===== src/rtl/tm1638_pkg.sv =====
// Shared definitions for the TM1638 serial-display responder.
// Holds the opcode bases of the TM1638 command set, the frame FSM state
// enum, the latched data-command mode, and a command-class decoder.
package tm1638_pkg;

  // Opcode bases as sent by an initiator (first byte of a frame).
  localparam logic [7:0] OP_DATA_WRITE = 8'h40;
  localparam logic [7:0] OP_DATA_READ  = 8'h42;
  localparam logic [7:0] OP_DATA_FIXED = 8'h44;
  localparam logic [7:0] OP_DISP_OFF   = 8'h80;
  localparam logic [7:0] OP_DISP_ON    = 8'h88;
  localparam logic [7:0] OP_ADDR_SET   = 8'hC0;

  // Single-bit field masks, derived from the difference between opcode bases.
  localparam logic [7:0] FIXED_MASK = OP_DATA_FIXED ^ OP_DATA_WRITE;
  localparam logic [7:0] ON_MASK    = OP_DISP_ON ^ OP_DISP_OFF;

  typedef enum logic [2:0] {
    S_IDLE,
    S_CMD,
    S_WRITE_DATA,
    S_READ_DATA,
    S_IGNORE
  } state_t;

  typedef enum logic {
    MODE_WRITE,
    MODE_READ
  } rw_mode_t;

  typedef struct packed {
    rw_mode_t rw;
    logic     fixed;
  } mode_t;

  typedef enum logic [1:0] {
    CLS_NONE,
    CLS_DATA,
    CLS_DISP,
    CLS_ADDR
  } cmd_class_t;

  // Command class lives in bits [7:6] of the first byte of a frame.
  function automatic cmd_class_t cmd_class(input logic [7:0] b);
    case (b[7:6])
      OP_DATA_WRITE[7:6]: return CLS_DATA;
      OP_DISP_OFF[7:6]:   return CLS_DISP;
      OP_ADDR_SET[7:6]:   return CLS_ADDR;
      default:            return CLS_NONE;
    endcase
  endfunction

  // Only the 10 pattern in bits [1:0] selects key read; every other value writes.
  function automatic logic is_read_cmd(input logic [7:0] b);
    return b[1:0] == OP_DATA_READ[1:0];
  endfunction

endpackage


===== src/rtl/tm1638_sync_edge_detect.sv =====
// sync_edge_detect: multi-flop synchronizer for one asynchronous input,
// with single-clk rise and fall pulses taken from the synchronized level.
// Ports:
//   clk, reset  - system clock, asynchronous active-high reset
//   d           - asynchronous input
//   rise, fall  - one-clk pulses on synchronized 0->1 / 1->0 transitions
// The chain resets to IDLE so that no edge is reported out of reset when
// the line sits at its idle level.
module sync_edge_detect #(
  parameter int   STAGES = 2,
  parameter logic IDLE   = 1'b1
) (
  input  logic clk,
  input  logic reset,
  input  logic d,
  output logic rise,
  output logic fall
);

  logic [STAGES-1:0] chain;
  logic              prev;
  logic              level;

  assign level = chain[STAGES-1];

  // NOTE: clocked state uses non-blocking (<=) so every flop samples the
  // pre-edge value and statement order inside the block cannot matter.
  always_ff @(posedge clk or posedge reset) begin
    if (reset) begin
      chain <= {STAGES{IDLE}};
      prev  <= IDLE;
    end else begin
      chain <= (chain << 1) | STAGES'(d);
      prev  <= level;
    end
  end

  assign rise = level & ~prev;
  assign fall = ~level & prev;

endmodule


===== src/rtl/tm1638_responder.sv =====
// tm1638_responder: target side of the TM1638 three-wire (STB/CLK/DIO) bus.
// Ports:
//   clk, reset        - system clock, asynchronous active-high reset
//   sck, cs, dio_i    - serial clock (idle high), chip select (active low), data pin in
//   dio_o, dio_e      - data pin out and its output enable (key-read bytes only)
//   key_in            - key-scan bytes reported on a key read
//   display_ram       - display RAM contents
//   display_on        - display-control on bit
//   brightness        - display-control pulse-width field
//   ram_wr, ram_addr  - one-clk strobe and address per display RAM byte written
// Bits arrive LSB first on sck rising edges; read data is launched on sck
// falling edges so the initiator can sample it on the following rising edge.
module tm1638_responder
  import tm1638_pkg::*;
#(
  parameter int RAM_COUNT   = 16,
  parameter int KEY_COUNT   = 4,
  parameter int SYNC_STAGES = 2
) (
  input  logic                       clk,
  input  logic                       reset,
  input  logic                       sck,
  input  logic                       cs,
  input  logic                       dio_i,
  output logic                       dio_o,
  output logic                       dio_e,
  input  logic [KEY_COUNT-1:0][7:0]  key_in,
  output logic [RAM_COUNT-1:0][7:0]  display_ram,
  output logic                       display_on,
  output logic [2:0]                 brightness,
  output logic                       ram_wr,
  output logic [3:0]                 ram_addr
);

  // A read frame returns the key bytes followed by zero padding up to this count.
  localparam int READ_BYTES = KEY_COUNT + 4;
  localparam int RB_W       = $clog2(READ_BYTES + 1);

  logic                   sck_rise, sck_fall, cs_rise, cs_fall;
  logic [SYNC_STAGES-1:0] dio_sync;
  logic                   dio_s;

  state_t                 state, state_next;
  logic                   active;
  logic [2:0]             bit_cnt;
  logic [6:0]             shift_reg;
  logic [7:0]             byte_val;
  logic                   byte_done;
  cmd_class_t             cls;
  logic                   take_cmd;
  mode_t                  mode;
  logic [3:0]             address;
  logic [KEY_COUNT-1:0][7:0] key_snap;
  logic [RB_W-1:0]        rd_byte;
  logic [2:0]             rd_bit;
  logic [7:0]             rd_data;

  sync_edge_detect #(.STAGES(SYNC_STAGES), .IDLE(1'b1)) u_sck_sync (
    .clk   (clk),
    .reset (reset),
    .d     (sck),
    .rise  (sck_rise),
    .fall  (sck_fall)
  );

  sync_edge_detect #(.STAGES(SYNC_STAGES), .IDLE(1'b1)) u_cs_sync (
    .clk   (clk),
    .reset (reset),
    .d     (cs),
    .rise  (cs_rise),
    .fall  (cs_fall)
  );

  // Data shares the sck synchronizer depth, so a sampled bit lines up with
  // the rising-edge pulse that qualifies it.
  always_ff @(posedge clk or posedge reset) begin
    if (reset) dio_sync <= '0;
    else       dio_sync <= (dio_sync << 1) | SYNC_STAGES'(dio_i);
  end
  assign dio_s = dio_sync[SYNC_STAGES-1];

  // State is S_IDLE whenever cs is high, so it also gates stray sck edges.
  assign active    = (state != S_IDLE);
  assign byte_val  = {dio_s, shift_reg};
  assign byte_done = active && sck_rise && (bit_cnt == 3'd7) && !cs_rise && !cs_fall;
  assign cls       = cmd_class(byte_val);
  assign take_cmd  = byte_done && (state == S_CMD);

  always_ff @(posedge clk or posedge reset) begin
    if (reset) state <= S_IDLE;
    else       state <= state_next;
  end

  // NOTE: state_next takes its default before any branch, so every path
  // assigns it and no latch is inferred.
  always_comb begin
    state_next = state;
    if (cs_rise) begin
      state_next = S_IDLE;
    end else if (cs_fall) begin
      state_next = S_CMD;
    end else if (take_cmd) begin
      case (cls)
        CLS_DATA: state_next = is_read_cmd(byte_val) ? S_READ_DATA : S_IGNORE;
        CLS_ADDR: state_next = S_WRITE_DATA;
        default:  state_next = S_IGNORE;
      endcase
    end
  end

  // NOTE: the key snapshot is always loaded by a read command before it is
  // used, so it is left out of the reset and stays plain storage.
  always_ff @(posedge clk) begin
    if (take_cmd && cls == CLS_DATA && is_read_cmd(byte_val)) key_snap <= key_in;
  end

  // Bytes past the snapshot read as zero.
  always_comb begin
    rd_data = 8'h00;
    for (int i = 0; i < KEY_COUNT; i++) begin
      if (32'(rd_byte) == i) rd_data = key_snap[i];
    end
  end

  always_ff @(posedge clk or posedge reset) begin
    if (reset) begin
      bit_cnt     <= '0;
      shift_reg   <= '0;
      mode        <= '{rw: MODE_WRITE, fixed: 1'b0};
      address     <= '0;
      display_ram <= '0;
      display_on  <= 1'b0;
      brightness  <= '0;
      ram_wr      <= 1'b0;
      ram_addr    <= '0;
      dio_o       <= 1'b0;
      dio_e       <= 1'b0;
      rd_byte     <= '0;
      rd_bit      <= '0;
    end else begin
      ram_wr <= 1'b0;
      if (cs_rise || cs_fall) begin
        // Frame boundary: any partial byte and any read in progress are dropped.
        bit_cnt <= '0;
        dio_e   <= 1'b0;
        rd_byte <= '0;
        rd_bit  <= '0;
      end else begin
        if (active && sck_rise) begin
          bit_cnt   <= bit_cnt + 3'd1;
          shift_reg <= byte_val[7:1];
        end

        if (byte_done) begin
          case (state)
            S_CMD: begin
              case (cls)
                CLS_DATA: begin
                  mode.rw    <= is_read_cmd(byte_val) ? MODE_READ : MODE_WRITE;
                  mode.fixed <= |(byte_val & FIXED_MASK);
                end
                CLS_DISP: begin
                  display_on <= |(byte_val & ON_MASK);
                  brightness <= byte_val[2:0];
                end
                CLS_ADDR: address <= byte_val[3:0];
                default: ;
              endcase
            end
            S_WRITE_DATA: begin
              for (int i = 0; i < RAM_COUNT; i++) begin
                if (32'(address) == i) display_ram[i] <= byte_val;
              end
              ram_wr   <= (32'(address) < RAM_COUNT);
              ram_addr <= address;
              if (!mode.fixed) address <= address + 4'd1;
            end
            default: ;
          endcase
        end

        // Launch on falling edges; once the last byte is out, the next
        // falling edge releases the pin.
        if (state == S_READ_DATA && mode.rw == MODE_READ && sck_fall) begin
          if (32'(rd_byte) < READ_BYTES) begin
            dio_e  <= 1'b1;
            dio_o  <= rd_data[rd_bit];
            rd_bit <= rd_bit + 3'd1;
            if (rd_bit == 3'd7) rd_byte <= rd_byte + RB_W'(1);
          end else begin
            dio_e <= 1'b0;
          end
        end
      end
    end
  end

endmodule


===== config.mk =====
export PLATFORM = sky130hd
export DESIGN_NAME = tm1638_responder
export DESIGN_NICKNAME = d
export VERILOG_FILES = /design/src/rtl/tm1638_pkg.sv /design/src/rtl/tm1638_sync_edge_detect.sv /design/src/rtl/tm1638_responder.sv
export SDC_FILE = /design/constraint.sdc
export NUM_CORES = 1
export LEC_CHECK = 0
export CORE_ASPECT_RATIO = 1.1
export CORE_MARGIN = 2
export CORE_UTILIZATION = 51
export DETAILED_ROUTE_END_ITERATION = 10
export GPL_TIMING_DRIVEN = 0
export MAX_ROUTING_LAYER = met4
export PLACE_DENSITY = 0.88
export SKIP_CTS_REPAIR_TIMING = 1
export SYNTH_ARGS = -nofsm -noshare
export SYNTH_HDL_FRONTEND = slang
export SYNTH_SLANG_ARGS = --single-unit

===== constraint.sdc =====
create_clock -name clk -period 7.5 [get_ports clk]
set_input_delay 0.75 -clock clk [delete_from_list [all_inputs] [get_ports clk]]
set_output_delay 0.75 -clock clk [all_outputs]
set_load 0.05 [all_outputs]

# ---- Word-level counts from Yosys, hierarchy flattened
# Cells that the tools add are included.
dict set report totals {
  wordCells 165
  inputBits 37
  reg_bits 205
  output_inout_bits 139
}
dict set report op_classes {
  magnitude_cmp 2
  eq_ne 32
  n_bitwise 12
  addsub 4
  reduce_logical 45
  muxes 31
}
# cell count
set ops {}
lappend ops {{$reduce_and 4->1} 18}
lappend ops {{$eq 4x4->1 const B} 8}
lappend ops {{$mux 8} 4}
lappend ops {{$mux 3} 9}
lappend ops {{$mux 4} 6}
lappend ops {{$eq 4x2->1 const B} 4}
lappend ops {{$eq 4x3->1 const B} 4}
lappend ops {{$eq 2x2->1 const B} 5}
lappend ops {{$reduce_bool 2->1} 5}
lappend ops {{$logic_and 1x1->1} 9}
lappend ops {{$reduce_and 3->1} 3}
lappend ops {{$add 4x1->4 const B} 2}
lappend ops {{$eq 4x1->1 const B} 2}
lappend ops {{$logic_not 4->1} 2}
lappend ops {{$mux 1} 8}
lappend ops {{$pmux 4 s2} 1}
lappend ops {{$add 3x1->3 const B} 2}
lappend ops {{$eq 3x2->1 const B} 2}
lappend ops {{$eq 3x3->1 const B} 2}
lappend ops {{$or 2x1->2} 3}
lappend ops {{$pmux 2 s3} 1}
lappend ops {{$pmux 3 s2} 1}
lappend ops {{$reduce_bool 3->1} 2}
lappend ops {{$not 1->1} 5}
lappend ops {{12 further kinds} 18}

# ---- Longest topological paths before layout
# Gate-level depths: netlist (run 1).
dict set report depth {
  word_depth 10
  mapped_depth 9
}

# ---- Modules after synthesis
# A second synthesis (run 1) with hierarchy kept.
dict set report hier_totals {
  cells_unflattened 565
  hier_area_um2 8599.5
}
# mod cells_per_inst seq_area_each_um2 n_inst area_per_inst_um2
set modules_own_cells {}
lappend modules_own_cells {tm1638_responder 553 5139.9 1 8404.3}
lappend modules_own_cells {sync_edge_detect 6 78.8 2 97.6}

# ---- Worst setup path before layout (run 1)
# Ideal clock, no wire load.
dict set report synth_path {
  path_kind {reg2reg}
  start {register u_cs_sync.chain[1]}
  end {register key_snap[0] (netlist name), enable pin}
  path_slack_ns 4.208
  period_less_slack_ns 3.292
  path_buffers 0
  arrival_time_ns 2.871
  stages_incl_launch_ff 7
  path_cell_list {dfstp_2 inv_1 ha_1 or4b_4 nor2_1 nand2_1 nor2_1}
}
dict set report synth_via {
  elab_chain_len 7
}
# item line_no
set synth_rtl {}
lappend synth_rtl {{start: declaration} tm1638_sync_edge_detect.sv:20} ;# logic [STAGES-1:0] chain;
lappend synth_rtl {{start signal: assignment} tm1638_sync_edge_detect.sv:30} ;# chain <= {STAGES{IDLE}};
lappend synth_rtl {{start signal: assignment} tm1638_sync_edge_detect.sv:33} ;# chain <= (chain << 1) | STAGES'(d);
lappend synth_rtl {{$and 1x1->1 or $not 1->1 (tied branches)} {tm1638_sync_edge_detect.sv:38, tm1638_sync_edge_detect.sv:39}}
lappend synth_rtl {{$logic_not 1->1 or $and 1x1->1 (tied branches)} {tm1638_responder.sv:85, tm1638_sync_edge_detect.sv:39}}
lappend synth_rtl {{$logic_and 1x1->1 or $logic_not 1->1 (tied branches)} tm1638_responder.sv:85} ;# assign byte_done = active && sck_rise && (bit_cnt == 3'd7) && !cs_rise && !cs_fall;
lappend synth_rtl {{$logic_and 1x1->1 *} tm1638_responder.sv:85}
lappend synth_rtl {{$logic_and 1x1->1 *} tm1638_responder.sv:87} ;# assign take_cmd = byte_done && (state == S_CMD);
lappend synth_rtl {{$logic_and 1x1->1 * (2 in a row)} tm1638_responder.sv:114} ;# if (take_cmd && cls == CLS_DATA && is_read_cmd(byte_val)) key_snap <= key_in;
lappend synth_rtl {{end signal: assignment} tm1638_responder.sv:114}
lappend synth_rtl {{end: declaration} tm1638_responder.sv:53} ;# logic [KEY_COUNT-1:0][7:0] key_snap;
# Mark *: on every way between the ends. The rest lies on a longest branch, timed or not.
# A chain may end at the register's enable or synchronous reset.

# ---- Worst setup path after layout (run 1)
dict set report layout_path {
  start {register u_cs_sync.prev}
  end {register display_ram[54] (netlist name)}
}
dict set report layout_via {
  elab_chain_len 6
}
# item line_no
set layout_rtl {}
lappend layout_rtl {{start: declaration} tm1638_sync_edge_detect.sv:21} ;# logic prev;
lappend layout_rtl {{start signal: assignment} tm1638_sync_edge_detect.sv:34} ;# prev <= level;
lappend layout_rtl {{$not 1->1} tm1638_sync_edge_detect.sv:38} ;# assign rise = level & ~prev;
lappend layout_rtl {{$and 1x1->1} tm1638_sync_edge_detect.sv:38}
lappend layout_rtl {{$logic_not 1->1} tm1638_responder.sv:85}
lappend layout_rtl {{$logic_and 1x1->1 (2 in a row)} tm1638_responder.sv:85}
lappend layout_rtl {{$reduce_and 4->1 (no line) *} n/a}
lappend layout_rtl {{end signal: indexed assignment} tm1638_responder.sv:172} ;# if (32'(address) == i) display_ram[i] <= byte_val;
lappend layout_rtl {{end: declaration} tm1638_responder.sv:28} ;# output logic [RAM_COUNT-1:0][7:0] display_ram,
# Marked as above.

==> impl_results.md, run 1 <==
* Fraction of registers with async set/reset at 84.4%
* Footprint of the multi-input gates at 2720 um2
* Worst skew pair latency at 0.49 ns
* CP arrival at 3.44 ns
* RSZ-0062 raised after global routing: no
* Clock Skews at between 0.01 and 0.015 ns
* Area Growth Syn to Fin at 33.5%
* Pins Over Slew Limit at 0
* CTS Sinks at 205
* Met1 GRT Util at 27.0%
* CP Launch Type: flip-flop
* Syn Inst Count at 540
* Req. time, crit path at 7.87 ns
* Htree depth at 1
* Num CTS Buffers at 22
* Io pins at around 180
* Actual slew at the worst max-slew pin at between 0.8 and 0.9 ns
* Mux contribution to synthesized area at 20.2%
* Final setup violation count at 0
* GP Congestion at around 0.8
* Vias in the first global route at 5650
* Synth Area per Inst at around 15 um2
* Post-Syn Nets at 591
* Vias at 5259
* Pre-antenna DRT Iters at 4
* Leak at 0.00496 uW
* Dominant cell type by area after synthesis: dfrtp_1
* Max reg flops at 128
* HP Class: reg2reg
* Diodes inserted at 0
* Global Route Usage Sum at 23.8%
* Status: complete, no violations
* Met2 GRT Util at 42.2%
* CP bufs+invs at 2
* CTS Buffer Depth at 3
* Die Footprint at 17000 um2
* Top-area cell type share of the netlist area at 51.2%
* CORE AREA at 15700 um2
* Largest family of logic cells by synthesized area: multiplexers
* Ys flop type: dfrtp_1
* Overflow left after global routing at 0
* Cell area power density at roughly 220 nW/um2
* Share of cells above drive strength 1 at 25.6%
* Rel. slew slack at 44.4%
* FF+latch count, synth at around 210
* Synth top area cells: dfrtp_1 51%, mux2_2 19%, edfxtp_1 12%, ha_1 2.1%, dfstp_2 1.9%
* FF+latch area at 5300 um2
* Post-Synthesis Cell Area at about 8200 um2
* Fin crit period at ~3.1 ns
* Xor-xnor portion of the synthesized cell area at 0.429%
* Initial DRC count at 308
* Largest net degree at the start of global routing at 106
* Synth cell types at 53
* Synth Area in Simple Gates at 6.53%
* CP max stage delay at 0.57 ns
* Kind of cell adding the most delay to the critical path: simple AND/OR/NAND/NOR gates
* Critical path, cell by cell: inv_1, ha_1, clkbuf_1, nand3b_1, or4_4, nor3_2, nand2_1, mux2_1
* Sequential share of the synthesized area at 64.9%
* WS Path Type: reg2reg
* CTS root buffer: clkbuf_16
* Routed wire length at around 20000 um
* First-pass GRT wire length at about 31000 um
* Period Utilization, post-route at ~41%
* CTS tree: built
* Endpoint class of the critical path: flip-flop
* Dpl hpwl at between 10000 and 15000 um
* Worst-path maximum fanout at 9
* # rows at 48
* Slowest cell on crit path: or4_4
* Number of synthesized flops with an enable pin at 32
* Initial antenna violation count at 0
* Post-Route Utilization at 69.5%
* Remaining DRCs at 0
* VDD IR-drop max at 0.000199 V
* Final hold violations at 0
* Die H at 137 um
* GR peak layer: met2
* Reg clk slew, reported paths at 0.06 ns
* Via density at about 5.5
* Initial Util at 52.1%
* Synth Area in Compound Gates at 4.02%
* Fillers at around 1000
* Port Buf Inserts at 175
* Die width at approximately 120 um
* Final net count at ~790
* M3 GR Usage at 5.12%
* Final ANT Viol Nets at 0
* Routed wire per std cell at between 20 and 25 um
* Ys Warns at 0
* Setup tns final at 0 ns
* Adder-cell share of the synthesized area at 2.15%
* Highest clock rate at 326 MHz
* Max_cap viols at 0
==> path summary, 6_finish.rpt <==
path,slack [ns],end,startpoint,cells after the start
min in group asynchronous,0.71,display_ram[126],reset,2
worst max register to register,4.43,display_ram[54],u_cs_sync.prev,8
max in group asynchronous,5.93,u_cs_sync.chain[1],reset,3
worst min-delay path,0.35,dio_sync[1],dio_sync[0],0
worst max-delay path,4.43,display_ram[54],u_cs_sync.prev,8
worst min register to register,0.35,dio_sync[1],dio_sync[0],0
==> through the flow <==
| step | cells | worst slack, ns | power (uW) | cell area, um2 | hold WS (ns) |
|---|---|---|---|---|---|
| after global placement | 915 | 0.312 | 1390 | 10200 | 0.338 |
| after floorplan | 540 | 2.07 | 1300 | 8160 | 0.331 |
| after global routing | 954 | 4.28 | 2490 | 10900 | 0.358 |
| final | 954 | 4.43 | 2400 | 10900 | 0.347 |
| after CTS | 954 | 4.40 | 2420 | 10900 | 0.350 |
| after detailed placement | 917 | 4.43 | 1410 | 10200 | 0.338 |
==> layer usage <==
metal  routed length, um  share of wire [%]
met1                7710                 39
met2               10600                 53
met3                1090                5.4
met4                 559                2.8
met5                   0                  0
==> worst reg2reg max path: cells and delay by family (launching register included) <==
| family | cells | cell delay [ns] |
|---|---|---|
| simple gates | 4 | 1.35 |
| flops | 1 | 0.53 |
| mux | 1 | 0.42 |
| buf+inv | 2 | 0.37 |
| fa+ha+maj | 1 | 0.27 |
==> synthesized netlist by cell type, types with 4 or more instances <==
| master | n |
|---|---|
| and2_1 | 4 |
| nor2b_1 | 7 |
| nand3_1 | 7 |
| nor2_1 | 8 |
| a21oi_1 | 5 |
| o22ai_1 | 4 |
| nand2_1 | 24 |
| nand3_2 | 4 |
| edfxtp_1 | 32 |
| mux2_1 | 7 |
| clkbuf_1 | 19 |
| o21ai_0 | 10 |
| mux2i_1 | 5 |
| ha_1 | 14 |
| nor3_1 | 5 |
| nand3b_1 | 4 |
| dfrtp_1 | 167 |
| mux2_2 | 135 |
| dfstp_2 | 6 |
| a221oi_1 | 7 |
| o221ai_1 | 4 |
| inv_1 | 16 |
==> cell families after synthesis <==
logic type	count (synthesis)
adders and majority gates	14
muxes	147
and+or+nand+nor	87
AOI/OAI and AO/OA	46
buffers and inverters	37
DFF	205
xor gates and xnor gates	4
==> layout make-up <==
class | count | area share, %
Buffer | 21 | 0.792
Clock buffer | 34 | 6.12
Clock inverter | 3 | 0.138
Inverter | 16 | 0.620
Multi-Input combinational cell | 298 | 25.0
Sequential cell | 205 | 48.6
Tap cell | 200 | 2.30
Timing Repair Buffer | 177 | 16.5
==> placed cells by master, fill, tap and decap left out, types with 4 or more instances in the layout <==
cell / instances
nand2_1: 24
and2_1: 4
o22ai_1: 4
nand3_2: 4
inv_1: 15
ha_1: 14
nand3b_1: 4
a21oi_1: 5
a221oi_1: 7
edfxtp_1: 32
mux2_1: 7
o21ai_0: 10
dfrtp_1: 167
mux2i_1: 5
dfstp_2: 6
clkbuf_16: 23
clkdlybuf4s50_1: 175
mux2_2: 135
nor2_1: 7
o221ai_1: 4
nor2b_1: 7
nor3_1: 5
nand3_1: 7
clkbuf_8: 5
clkbuf_1: 25
==> where the power goes <==
part	switching [uW]	internal [uW]
clock	405	607
sequential	31.0	1150
combinational	141	62.5
total	577	1820
No activity file was read; power rests on OpenSTA's default activity.
==> inputs of run 2 (changes only) <==
- clock period: 7.5 -> 2.9 ns (I/O delays scaled with it)
==> run 2 against run 1 <==
Non-clock buffer count is 3 higher. Flip-flop and latch count stayed put. Design area is 1.4% higher. Maximum frequency is 6.0% higher. Clock skew is 0.0082 ns higher. Combinational power grew to 2.7 times the previous value. Clock power grew to 2.8 times the previous value. Via count is 1.0% higher. Count of clock-buffer cells in the layout stayed put. Hold slack worse by 0.14 ns. Critical endpoint is now display_ram[38]. Largest power group unchanged.
==> impl_results.md, run 2 (synthesis results as in run 1) <==
* CTS Sinks at roughly 210
* Setup ws final at 0.00339 ns
* CORE AREA at 15700 um2
* Largest net degree at the start of global routing at 43
* Final hold violations at 0
* Htree depth at 1
* Routed wire length at 20600 um
* Diodes inserted at 0
* Initial Util at 52.1%
* First-pass GRT wire length at ~32000 um
* Period Utilization, post-route at between 90% and 100%
* Reg clk slew, reported paths at 0.06 ns
* Actual slew at the worst max-slew pin at about 0.88 ns
* Via density at roughly 5.6
* Die Footprint at 17000 um2
* Slowest cell on crit path: dfstp_2
* Endpoint class of the critical path: flip-flop
* Power Total at 6440 uW
* Final ANT Viol Nets at 0
* Max_cap viols at 0
* Worst-path maximum fanout at 8
* Vias in the first global route at 5758
* CP arrival at 3.27 ns
* GP Congestion at ~0.84
* Rel. slew slack at 41.3%
* CTS root buffer: clkbuf_16
* CTS tree: built
* Commonest non-fill, non-tap cell in the layout: clkdlybuf4s50_1
* Worst skew pair latency at 0.50 ns
* Area Growth Syn to Fin at 35.4%
* CP max stage delay at 0.55 ns
* Req. time, crit path at around 3.3 ns
* Port Buf Inserts at 175
* Global Route Usage Sum at 25.1%
* Vias at 5314
* Highest clock rate at around 350 MHz
* Remaining DRCs at 0
* Fin crit period at 2.90 ns
* CP Launch Type: flip-flop
* Die H at between 100 and 150 um
* CTS Buffer Depth at 3
* Commonest cells after routing, fill and taps aside: 175 x clkdlybuf4s50_1, 167 x dfrtp_1, 134 x mux2_2, 32 x edfxtp_1, 24 x clkbuf_16
* Leak at roughly 0.0050 uW
* Place WS at -0.298 ns
* RSZ-0062 raised after global routing: yes
* Final setup violation count at 0
* VDD IR-drop max at 0.000464 V
* Status: complete, no violations
* Pins Over Slew Limit at 0
* Final net count at 795
* Die width at 125 um
* Io pins at 176
* Overflow left after global routing at 0
* Share of cells above drive strength 1 at 27.1%
* Max reg flops at 128
* Pre-antenna DRT Iters at 4
* Cell area power density at 582 nW/um2
* Dpl hpwl at about 14000 um
* Initial DRC count at about 360
* Routed wire per std cell at 21.5 um
* Num CTS Buffers at 22
* WS Path Type: reg2reg
* Clock Skews at approximately 0.019 ns
* # rows at 48
* Critical path, cell by cell: inv_1, ha_4, or4b_4, or4_4, nor3_2, nand2_1, mux2_1
* HP Class: in2reg
* Initial antenna violation count at 0
## run 2: where the power goes
part           leakage (uW)  switching [uW]  internal (uW)
logic               0.00200             371            171
registers           0.00267            82.5           2980
clock network      0.000366            1090           1730
## run 2: metal layers
metal | up-vias | track usage [%] | part of all wire [%] | wire, um
li1 | 2366 | - | - | -
met1 | 2748 | 30.0 | 38 | 7900
met2 | 170 | 44.0 | 54 | 11100
met3 | 30 | 5.00 | 6.0 | 1230
met4 | 0 | 6.68 | 1.8 | 365
met5 | - | - | 0 | 0
## run 2: worst paths after layout
path                               startpoint             endpoint  slack (ns)  depth (start not counted)
setup / recovery           u_cs_sync.chain[1]      display_ram[38]       0.003                          7
hold / removal                            sck  u_sck_sync.chain[0]        0.21                          1
setup reg to reg           u_cs_sync.chain[1]      display_ram[38]       0.003                          7
hold reg to reg                   dio_sync[0]          dio_sync[1]        0.34                          0
max in group asynchronous               reset       u_cs_sync.prev        1.48                          5
min in group asynchronous               reset     display_ram[124]        0.22                          2
## run 2: cell type report
class | instances | area, um2
sequential | 205 | 5300
fill | 983 | 4620
multi-input combinational | 298 | 2760
timing repair buffer | 181 | 1850
clock buffer | 34 | 698
tap | 200 | 250
buffer | 20 | 91.3
inverter | 16 | 63.8
clock inverter | 3 | 41.3
## run 2: critical path, delay by kind of cell (launching register included)
kind | cells | cell delay, ns
simple gates | 4 | 1.59
flops | 1 | 0.55
mux | 1 | 0.40
fa+ha+maj | 1 | 0.16
buf+inv | 1 | 0.07
## run 2: per-stage QoR
| stage | setup TNS (ns) | hold WS [ns] | util [%] | cell area [um2] | instances |
|---|---|---|---|---|---|
| 2_1_floorplan | 0 | 0.294 | - | 8170 | 540 |
| 3_3_place_gp | -134.82 | 0.337 | 64.9 | 10200 | 915 |
| 3_5_place_dp | -12.64 | 0.337 | 65.4 | 10300 | 919 |
| 4_1_cts | -15.28 | 0.190 | 70.1 | 11000 | 956 |
| 5_1_grt | -2.54 | 0.195 | 70.5 | 11100 | 957 |
| 6_report | 0 | 0.208 | 70.5 | 11100 | 957 |
==> inputs of run 3 (changes only) <==
- CORE_UTILIZATION: 51 -> 60
- DONT_BUFFER_PORTS: default -> 1
- GPL_ROUTABILITY_DRIVEN: default -> 0
- PLACE_DENSITY: 0.88 -> 0.84
==> run 3 against run 2 <==
Maximum frequency grew 0.81%. Register-to-register slack gained 0.02 ns. Sequential share of layout area increased by 6.3 points. Count of clock-buffer cells in the layout is 7 lower. Global-route usage is 1.3 points higher. Flip-flop and latch count is the same. Critical path type unchanged. Largest cell class unchanged.
==> impl_results.md, run 3 (synthesis results as in run 1) <==
* Status: complete, no violations
* Routed wire length at approximately 20000 um
* Final setup violation count at 0
* CP bufs+invs at 3
* Io pins at 176
* CTS Sinks at 205
* Place WS at -0.223 ns
* Via density at 6.01
* Worst-path maximum fanout at 8
* Num CTS Buffers at 21
* Remaining DRCs at 0
* Slowest cell on crit path: dfstp_2
* Overflow left after global routing at 0
* Highest clock rate at 348 MHz
* Vias in the first global route at 5079
* Psw at 1540 uW
* CTS Buffer Depth at 3
* Pins Over Slew Limit at 0
* Commonest cells after routing, fill and taps aside: 167 x dfrtp_1, 134 x mux2_2, 36 x dlygate4sd3_1, 32 x edfxtp_1, 22 x clkbuf_16
* Die H at around 130 um
* VDD IR-drop max at 0.000425 V
* Area Growth Syn to Fin at 19.6%
* Max reg flops at 128
* Initial antenna violation count at 0
* Initial DRC count at 435
* Req. time, crit path at roughly 3.3 ns
* Final ANT Viol Nets at 0
* Crit path from: u_cs_sync.chain[1]
* Finished Layout Cells at 806
* Die Footprint at 14600 um2
* Period Utilization, post-route at 99.1%
* Diodes inserted at 0
* CTS tree: built
* Vias at ~4800
* Dpl cells at 728
* Setup ws final at between 0.02 and 0.03 ns
* Fin crit period at 2.87 ns
* Initial Util at 61.5%
* First-pass GRT wire length at about 29000 um
* Clock Skews at 0.0113 ns
* Global Route Usage Sum at a little over a quarter
* Commonest non-fill, non-tap cell in the layout: dfrtp_1
* Leak at 0.00462 uW
* CP arrival at approximately 3.2 ns
* Sequential Power Share at between 40% and 50%
* CTS root buffer: clkbuf_16
* Final hold violations at 0
* Setup tns final at 0 ns
* Htree depth at 1
* Pre-antenna DRT Iters at 5
* Cell internal pwr at 5060 uW
* Worst skew pair latency at 0.49 ns
* CORE AREA at about 13000 um2
* Comb power frac at 8.2%
* CP Launch Type: flip-flop
* # rows at 44
* Fillers at a little under 800
* Cell area power density at 676 nW/um2
* Kind of cell adding the most delay to the critical path: simple AND/OR/NAND/NOR gates
* CP max stage delay at 0.55 ns
* Die width at 115 um
* Endpoint class of the critical path: flip-flop
* Reg clk slew, reported paths at roughly 0.060 ns
* R2R Path Start: u_cs_sync.chain[1]
* Share of cells above drive strength 1 at 35.4%
* WS Path Type: reg2reg
* Post-Route Utilization at 73.6%
* Switch share at 23.4%
* Port Buf Inserts at 0
* Rel. slew slack at 42.8%
* Max_cap viols at 0
* Routed wire per std cell at 24.3 um
* Final net count at about 660
* Worst hold start: sck
* Actual slew at the worst max-slew pin at around 0.86 ns
* Largest net degree at the start of global routing at 40
* Dpl hpwl at 12500 um
* RSZ-0062 raised after global routing: yes
* Critical path, cell by cell: inv_2, ha_4, or4b_4, or4_4, buf_8, nor3_4, buf_6, nand2_8, mux2_4
* HP Class: in2reg
* Clock Power Share at between 40 and 50%
-- run 3: power groups by stage --
| stage | registers (uW) | clock network, uW | logic [uW] |
|---|---|---|---|
| after floorplan | 3080 | 0 | 294 |
| after global placement | 3100 | 0 | 446 |
| after detailed placement | 3110 | 0 | 487 |
| after CTS | 3060 | 3020 | 494 |
| after global routing | 3070 | 3140 | 583 |
| final | 3060 | 2990 | 542 |
-- run 3: worst paths after layout --
check / depth (start not counted) / slack [ns] / end
setup / recovery: 9 / 0.03 / display_ram[85]
hold / removal: 1 / 0.36 / u_sck_sync.chain[0]
setup reg to reg: 9 / 0.03 / display_ram[85]
hold reg to reg: 0 / 0.36 / u_sck_sync.chain[1]
max in group asynchronous: 4 / 1.57 / rd_byte[1]
min in group asynchronous: 2 / 0.44 / display_ram[121]
-- run 3: routing by layer --
| layer | GRT usage, % | part of all wire (%) | routed length, um | vias up |
|---|---|---|---|---|
| met5 | - | 0 | 0 | - |
| met1 | 29.9 | 36 | 7010 | 2496 |
| met2 | 45.2 | 53 | 10400 | 209 |
| met3 | 8.36 | 8.1 | 1590 | 50 |
| met4 | 7.23 | 2.8 | 545 | 0 |
| li1 | - | - | - | 2087 |
-- run 3: per-stage QoR --
stage                     total power (uW)  area, um2  hold WS, ns
final                                 6600       9760        0.356
after global routing                  6800       9760        0.358
after CTS                             6570       9260       -0.211
after detailed placement              3600       8480        0.295
after global placement                3550       8400        0.295
after floorplan                       3380       8170        0.294
-- run 3: layout make-up --
type                       instances  area [um2]  area share (%)
tap                              184         230            2.36
clock buffer                      27         603            6.18
buffer                            20        86.3           0.884
sequential                       205        5300            54.3
clock inverter                    10         175            1.79
timing repair buffer              46         489            5.01
multi-input combinational        298        2820            28.9
inverter                          16        63.8           0.654
